### config.mk
export PLATFORM = sky130hd
export DESIGN_NAME = pipe_stall_ctrl
export DESIGN_NICKNAME = d
export VERILOG_FILES = /design/src/rtl/pipe_ctrl_pkg.sv /design/src/rtl/sat_counter.sv /design/src/rtl/pipe_stall_ctrl.sv
export SDC_FILE = /design/constraint.sdc
export NUM_CORES = 1
export LEC_CHECK = 0
export BUFFER_PORTS_ARGS = -buffer_cell sky130_fd_sc_hd__buf_2
export CAP_MARGIN = 15
export CORE_UTILIZATION = 45
export CTS_BUF_LIST = sky130_fd_sc_hd__clkbuf_8
export CTS_CLUSTER_SIZE = 20
export DETAILED_ROUTE_END_ITERATION = 10
export MAX_ROUTING_LAYER = met4
export PLACE_DENSITY_LB_ADDON = 0.3
export SYNTH_ARGS = -nofsm -noshare
export SYNTH_HDL_FRONTEND = slang
export SYNTH_SLANG_ARGS = --single-unit
### constraint.sdc
create_clock -name clk -period 2.3 [get_ports clk]
set_clock_uncertainty 0.1 [all_clocks]
set_input_delay 0.115 -clock clk [delete_from_list [all_inputs] [get_ports clk]]
set_output_delay 0.115 -clock clk [all_outputs]
set_load 0.1 [all_outputs]
### src/rtl/pipe_ctrl_pkg.sv
// Shared pipeline-control constants.
// Stage indices and default widths used by the stage registers.
package pipe_ctrl_pkg;

  localparam int NSTAGE_DEF = 6;
  localparam int PC_W_DEF   = 32;

  localparam int STG_IF  = 0;
  localparam int STG_ID  = 1;
  localparam int STG_IS  = 2;
  localparam int STG_EX  = 3;
  localparam int STG_MEM = 4;
  localparam int STG_WB  = 5;

endpackage

### src/rtl/sat_counter.sv
// Saturating up-counter with enable and synchronous clear.
// Holds at all-ones once reached; clear has priority over enable.
module sat_counter #(
  parameter int W = 8
) (
  input  logic         clk,
  input  logic         rst_n,
  input  logic         en,
  input  logic         clr,
  output logic [W-1:0] q
);

  // count up on enable, stop at all-ones
  always_ff @(posedge clk) begin
    if (!rst_n) begin
      q <= '0;
    end else if (clr) begin
      q <= '0;
    end else if (en && (q != '1)) begin
      q <= q + 1'b1;
    end
  end

endmodule

### src/rtl/pipe_stall_ctrl.sv
// Central hazard controller: stall/bubble masks, redirect flush,
// stall-cycle counter and consecutive-stall watchdog.
module pipe_stall_ctrl
  import pipe_ctrl_pkg::*;
#(
  parameter int NSTAGE = NSTAGE_DEF,
  parameter int PC_W   = PC_W_DEF,
  parameter int CNT_W  = 16,
  parameter int WDOG   = 1024
) (
  input  logic              clk,
  input  logic              rst_n,
  input  logic [NSTAGE-1:0] stallreq,
  input  logic              stallreq_bus,
  input  logic              flush_req,
  input  logic [PC_W-1:0]   flush_pc,
  output logic [NSTAGE-1:0] stall,
  output logic [NSTAGE-1:0] bubble,
  output logic [NSTAGE-1:0] flush,
  output logic              new_pc_valid,
  output logic [PC_W-1:0]   new_pc,
  output logic [CNT_W-1:0]  stall_cycles,
  output logic              wdog_err
);

  localparam int IDX_W = $clog2(NSTAGE + 1);
  localparam int RUN_W = (WDOG > 0) ? $clog2(WDOG + 1) : 1;

  logic              hit;
  logic [IDX_W-1:0]  top_idx;
  logic [NSTAGE-1:0] mask;
  logic [NSTAGE-1:0] bub;
  logic              pend;
  logic [PC_W-1:0]   pend_pc;
  logic              fire;
  logic              stall_if;

  assign fire     = pend & ~stallreq_bus;
  assign stall_if = stall[STG_IF];

  // priority encode: highest requesting stage
  always_comb begin
    hit     = 1'b0;
    top_idx = '0;
    for (int i = 0; i < NSTAGE; i++) begin
      if (stallreq[i]) begin
        hit     = 1'b1;
        top_idx = IDX_W'(i);
      end
    end
  end

  // thermometer below the winner, bubble just above it
  always_comb begin
    mask = '0;
    bub  = '0;
    for (int j = 0; j < NSTAGE; j++) begin
      if (hit && (j <= int'(top_idx))) begin
        mask[j] = 1'b1;
      end
      if (hit && (j == int'(top_idx) + 1)) begin
        bub[j] = 1'b1;
      end
    end
  end

  // merge flush, bus freeze and local mask; all quiet in reset
  always_comb begin
    stall        = '0;
    bubble       = '0;
    flush        = '0;
    new_pc_valid = 1'b0;
    if (rst_n) begin
      if (fire) begin
        flush        = '1;
        new_pc_valid = 1'b1;
      end else if (stallreq_bus) begin
        stall = '1;
      end else begin
        stall  = mask;
        bubble = bub;
      end
    end
  end

  assign new_pc = new_pc_valid ? pend_pc : '0;

  // pending redirect: newest request wins, cleared when it fires
  always_ff @(posedge clk) begin
    if (!rst_n) begin
      pend    <= 1'b0;
      pend_pc <= '0;
    end else if (flush_req) begin
      pend    <= 1'b1;
      pend_pc <= flush_pc;
    end else if (fire) begin
      pend    <= 1'b0;
    end
  end

  sat_counter #(
    .W (CNT_W)
  ) u_stall_cnt (
    .clk   (clk),
    .rst_n (rst_n),
    .en    (stall_if),
    .clr   (1'b0),
    .q     (stall_cycles)
  );

  generate
    if (WDOG > 0) begin : g_wdog
      logic [RUN_W-1:0] run;
      logic             err_q;

      sat_counter #(
        .W (RUN_W)
      ) u_run_cnt (
        .clk   (clk),
        .rst_n (rst_n),
        .en    (stall_if && (run != RUN_W'(WDOG))),
        .clr   (~stall_if),
        .q     (run)
      );

      // sticky error on the edge that makes the run reach the limit
      always_ff @(posedge clk) begin
        if (!rst_n) begin
          err_q <= 1'b0;
        end else if (stall_if && (run >= RUN_W'(WDOG - 1))) begin
          err_q <= 1'b1;
        end
      end

      assign wdog_err = err_q;
    end else begin : g_no_wdog
      assign wdog_err = 1'b0;
    end
  endgenerate

endmodule

After elaboration in Yosys (flattened, before gate mapping):

Cells that the tools add are included.

* add/subtract/negate cells: 3
* magnitude comparators: 6
* equal/unequal tests: 8
* multiplexer cells: 36
* bitwise operators: 2
* reduce and logical (&&, ||, !) cells: 18

Operators with widths (count)
* 3-bit by 32-bit equality test with 1-bit output (first input constant): 2
* 6-bit 2-to-1 mux: 8
* 2-bit by 32-bit equality test with 1-bit output (first input constant): 1
* 4-bit by 32-bit equality test with 1-bit output (first input constant): 1
* 32-bit logical NOT: 1
* 32-bit 2-to-1 mux: 1
* 1-bit 2-to-1 mux: 23
* 11-bit inequality test (second input constant): 2
* 16-bit by 1-bit adder with 16-bit output (second input constant): 1
* 16-bit inequality test (second input constant): 1
* 1-bit logical AND: 15
* 3-bit 2-to-1 mux: 4
* 11-bit by 1-bit adder with 11-bit output (second input constant): 1
* 11-bit by 10-bit greater-or-equal comparator with 1-bit output (second input constant): 1
* 2-bit by 3-bit less-or-equal comparator with 1-bit output (first input constant): 2
* 3-bit less-or-equal comparator (first input constant): 2
* 3-bit by 1-bit adder with 4-bit output (second input constant): 1
* 3-bit by 4-bit equality test with 1-bit output (first input constant): 1
* 1-bit by 3-bit less-or-equal comparator with 1-bit output (first input constant): 1
* 2-bit AND reduction: 1
* 2-bit nonzero test: 1
* 1-bit AND: 1
* 1-bit NOT: 1

* flip-flop bits (word level): 61
* bits of input ports: 42
* output and inout bits: 68
* logic and storage cells: 78

Longest topological paths before layout:

* depth after elaboration: 13
* mapped depth: 7
* depth with buffers taken out: 6

By module:

Synthesis repeated with hierarchy kept, for this count alone.

* cells, all modules: 350
* area, all modules: 3273.1 um^2

By module, submodules not included
* pipe_stall_ctrl: instances 1, cells an instance 193, area each 1863.0 um^2, seq. area each 680.7 um^2
* sat_counter (u_stall_cnt): instances 1, cells an instance 91, area each 864.6 um^2, seq. area each 320.3 um^2
* sat_counter (g_wdog.u_run_cnt): instances 1, cells an instance 66, area each 545.5 um^2, seq. area each 220.2 um^2

Least setup slack after synthesis:

OpenSTA, ideal clock, no wires.

* path type: input port to output port
* start point: in stallreq_bus
* end point: out bubble[1]
* data arrival time: 2837 ps
* data required time: 2085 ps
* setup slack: -752 ps
* stages: 4
* path buffers: 0
* cells stage by stage: nor3_1 -> nor3b_1 -> nand2_1 -> nor3_1

* longest elaborated chain between the ends: 4
* elaborated cells between the ends (all ways): 5
* those cells by class: mux: 3; bitwise: 2

RTL lines
* from (decl): RTL line pipe_stall_ctrl.sv:14 `input logic stallreq_bus,`
* 1-bit NOT: RTL line pipe_stall_ctrl.sv:38 `assign fire = pend & ~stallreq_bus;`
* 1-bit AND: RTL line pipe_stall_ctrl.sv:38
* 6-bit 2-to-1 mux (*): RTL line pipe_stall_ctrl.sv:74 `if (fire) begin`
* 6-bit 2-to-1 mux (*): RTL line pipe_stall_ctrl.sv:73 `if (rst_n) begin`
* to (decl): RTL line pipe_stall_ctrl.sv:18 `output logic [NSTAGE-1:0] bubble,`

Mark *: on every way between the ends. The rest lies on a longest branch, timed or not.

Worst setup path after layout:

* start point: reg pend
* end point: out flush[0]

* longest elaborated chain between the ends: 3

RTL lines
* from (decl): RTL line pipe_stall_ctrl.sv:33 `logic pend;`
* from (signal assigned): RTL line pipe_stall_ctrl.sv:91 `pend <= 1'b0;`
* from (signal assigned): RTL line pipe_stall_ctrl.sv:94 `pend <= 1'b1;`
* from (signal assigned): RTL line pipe_stall_ctrl.sv:97 `pend <= 1'b0;`
* 1-bit AND: RTL line pipe_stall_ctrl.sv:38
* 6-bit 2-to-1 mux: RTL line pipe_stall_ctrl.sv:74
* 6-bit 2-to-1 mux: RTL line pipe_stall_ctrl.sv:73
* to (decl): RTL line pipe_stall_ctrl.sv:19 `output logic [NSTAGE-1:0] flush,`

Every way passes these cells.

==> flow_summary.toml <==
[outcome]
run_status = "complete, no violations"

[yosys]
synth_top_cell_area_share_pct = 41.4
ys_types = 35
netlist_instances = 343
synth.avg_cell_area_sq_um = 8.60
synthArstFlopShare_pct = 0
synth_edf_count = 0
yosysSeqAreaShare_pct = 41.4
synth-warning-count = 0
yosys-top-cells-area = "dfxtp_1, mux2i_1, nor2_1"
synthTopCellsByCount = "dfxtp_1, nor2_1, mux2i_1"
ys.flop_type = "dfxtp_1"
yosys_register_bits = 61
syn_nets = 388
syn_area_sq_um = 2950
synth_top_cell_by_area = "dfxtp_1"

[timing]
fin_ws_ns = 0.350
slew_viol_final = 0
max_freq_ghz = 0.513
period_share_pct = 84.8
setup_tns_ns = 0
rsz0062_at_grt = "no"
post-route-min-period_ns = 1.95
max_slew_margin_pct = 62.8
tightest_slew_ns = 0.557
finalSetupViolations = 0
hold_violations = 0

[run]
maxCapViolations = 0

[route]
drt_first_pass_iters = 4
wirelength_mm = 8.17
antenna_left = 0
vias = 2925
drc = 0
drt_iter0_drc = 141
wl_per_cell_um = 14.6
via_per_inst = 5.23

[worst_setup_path]
cp_max_fo = 34
critPathLaunchType = "flip-flop"
required_ns = 2.09
cp_cell_sequence = "nand2b_1 -> nor2_2 -> buf_4 -> buf_4 -> buf_12"
endpoint_kind = "primary output"
worstPathArrival_ns = 1.73
crit_slowest_cell = "dfxtp_1"
cp_top_family = "buffers and inverters"
worst-path-buf-inv = 3
crit_path_max_incr_delay_ns = 0.35
crit_type = "flip-flop to primary output"
path_common_cell = "buf_4"

[final_layout]
drive_gt1_share_pct = 31.5
n_antenna_cell = 0
fin_area_sq_um = 4730
area_growth_pct = 60.3
final_cells = 559
fin_util_pct = 74.5
fin_nets = 523

[placement]
portBuffers = 108
hpwl_mm = 5.22
place_area_sq_um = 4200
pre_cts_ws_ns = 0.426
post-place-cells = 511
gp_congestion = 0.872

[floorplan]
io_pins = 110
core-area_sq_um = 6350
rows = 29
die_width_um = 83.0
initial_utilization_pct = 46.5
dieArea_sq_um = 6880
die_h_um = 83.0

[cts]
cts_root_buf = "clkbuf_8"
cts_setup_buffers = 0
cts_tree = "done"
clk_pin_slew_ns = 0.07
clock_path_buffers = 2
numCtsBuffers = 9
cts.sinks = 61
cts.htree.levels = 3
clock_latency_ns = 0.33

[grt]
grt_max_degree = 35
grt_pass1_vias = 3064
grt.met1_usage_pct = 28.5
antenna_found_initial = 0
grt.overflow.total = 0
gr-usage-met3_pct = 6.56
grtUsageMet2_pct = 43.4
grt_pass1_wl_mm = 13.7
grt_use_total_pct = 25.5
grt-busiest-layer = "met2"

[hold_path]
holdCritPathClass = "primary input to flip-flop"

[power_and_ir_drop]
p_per_area_nw_per_um2 = 540
p_leak_nw = 2.09
ir_worst_vdd_v = 0.000358
[layer usage]
metal / vias to the layer above / part of all wire, %
li1: 1414 / -
met1: 1381 / 42
met2: 111 / 50
met3: 19 / 5.9
met4: 0 / 2.1
met5: - / 0
[worst min-delay path, stage by stage]
cell	delay [ns]
buf_2	0.18
nand2_1	0.09
mux2i_1	0.05
[report_power, final]
part,leakage [nW],internal [mW],switching (mW)
logic,1.48,0.172,0.301
registers,0.506,1.10,0.0278
clock network,0.101,0.549,0.402
total,2.09,1.82,0.731
[path summary, 6_finish.rpt]
kind | from | endpoint | depth (start not counted) | slack [ns]
min | rst_n | u_stall_cnt.q[15]$_SDFFE_PN0P_ | 3 | 0.05
max reg2reg | g_wdog.u_run_cnt.q[0]$_SDFFE_PN0P_ | g_wdog.u_run_cnt.q[9]$_SDFFE_PN0P_ | 6 | 0.41
min reg2reg | wdog_err$_SDFFE_PN0P_ | wdog_err$_SDFFE_PN0P_ | 2 | 0.35
max | pend$_SDFFE_PN0P_ | flush[0] | 5 | 0.35
[cells in the final DEF, fill, tap and decap left out, types with 14 or more instances in the layout]
cell           netlist  routed
dfxtp_2              0      14
dlygate4sd3_1        0      33
buf_12               0      44
xnor2_1             15      15
nor2_1              61      60
dfxtp_1             61      47
nand2_1             22      22
mux2i_1             41      41
and2_1              34      34
buf_2                2      65
[per-stage QoR]
| step | hold WS (ns) | power [mW] |
|---|---|---|
| detailed placement | 0.259 | 1.57 |
| finish | 0.0524 | 2.55 |
| floorplan | 0.160 | 1.44 |
| global route | 0.0726 | 2.66 |
| CTS | 0.0348 | 2.57 |
| global placement | 0.248 | 1.56 |
[repair_timing]
item | 4_1_cts | 5_1_grt
resized for setup | 0 | 0
hold endpoints to repair | 33 | 0
endpoints found under the setup margin | 0 | 0
hold buffers | 33 | 0
[cells by family after synthesis]
family	synth area share, %
AO/OA/AOI/OAI	3.39
multiplexers	13.9
AND/OR/NAND/NOR	29.9
adder cells (fa/ha/maj)	1.27
other	0.127
flip-flops	41.4
buffers and inverters	5.56
XOR/XNOR	4.45
[final cells by class]
cell class / instances / area [sq um]
Sequential cell: 61 / 1240
Clock inverter: 4 / 47.5
Timing Repair Buffer: 149 / 1590
Inverter: 8 / 30.0
Clock buffer: 11 / 151
Multi-Input combinational cell: 249 / 1580
Tap cell: 77 / 96.3
Fill cell: 417 / 1620
[flip-flops by register name, indices dropped and copies added (netlist names)]
name	flops
u_stall_cnt.q	16
pend_pc	32
pend	1
g_wdog.u_run_cnt.q	11
wdog_err	1
(Power assumes the default switching activity.)
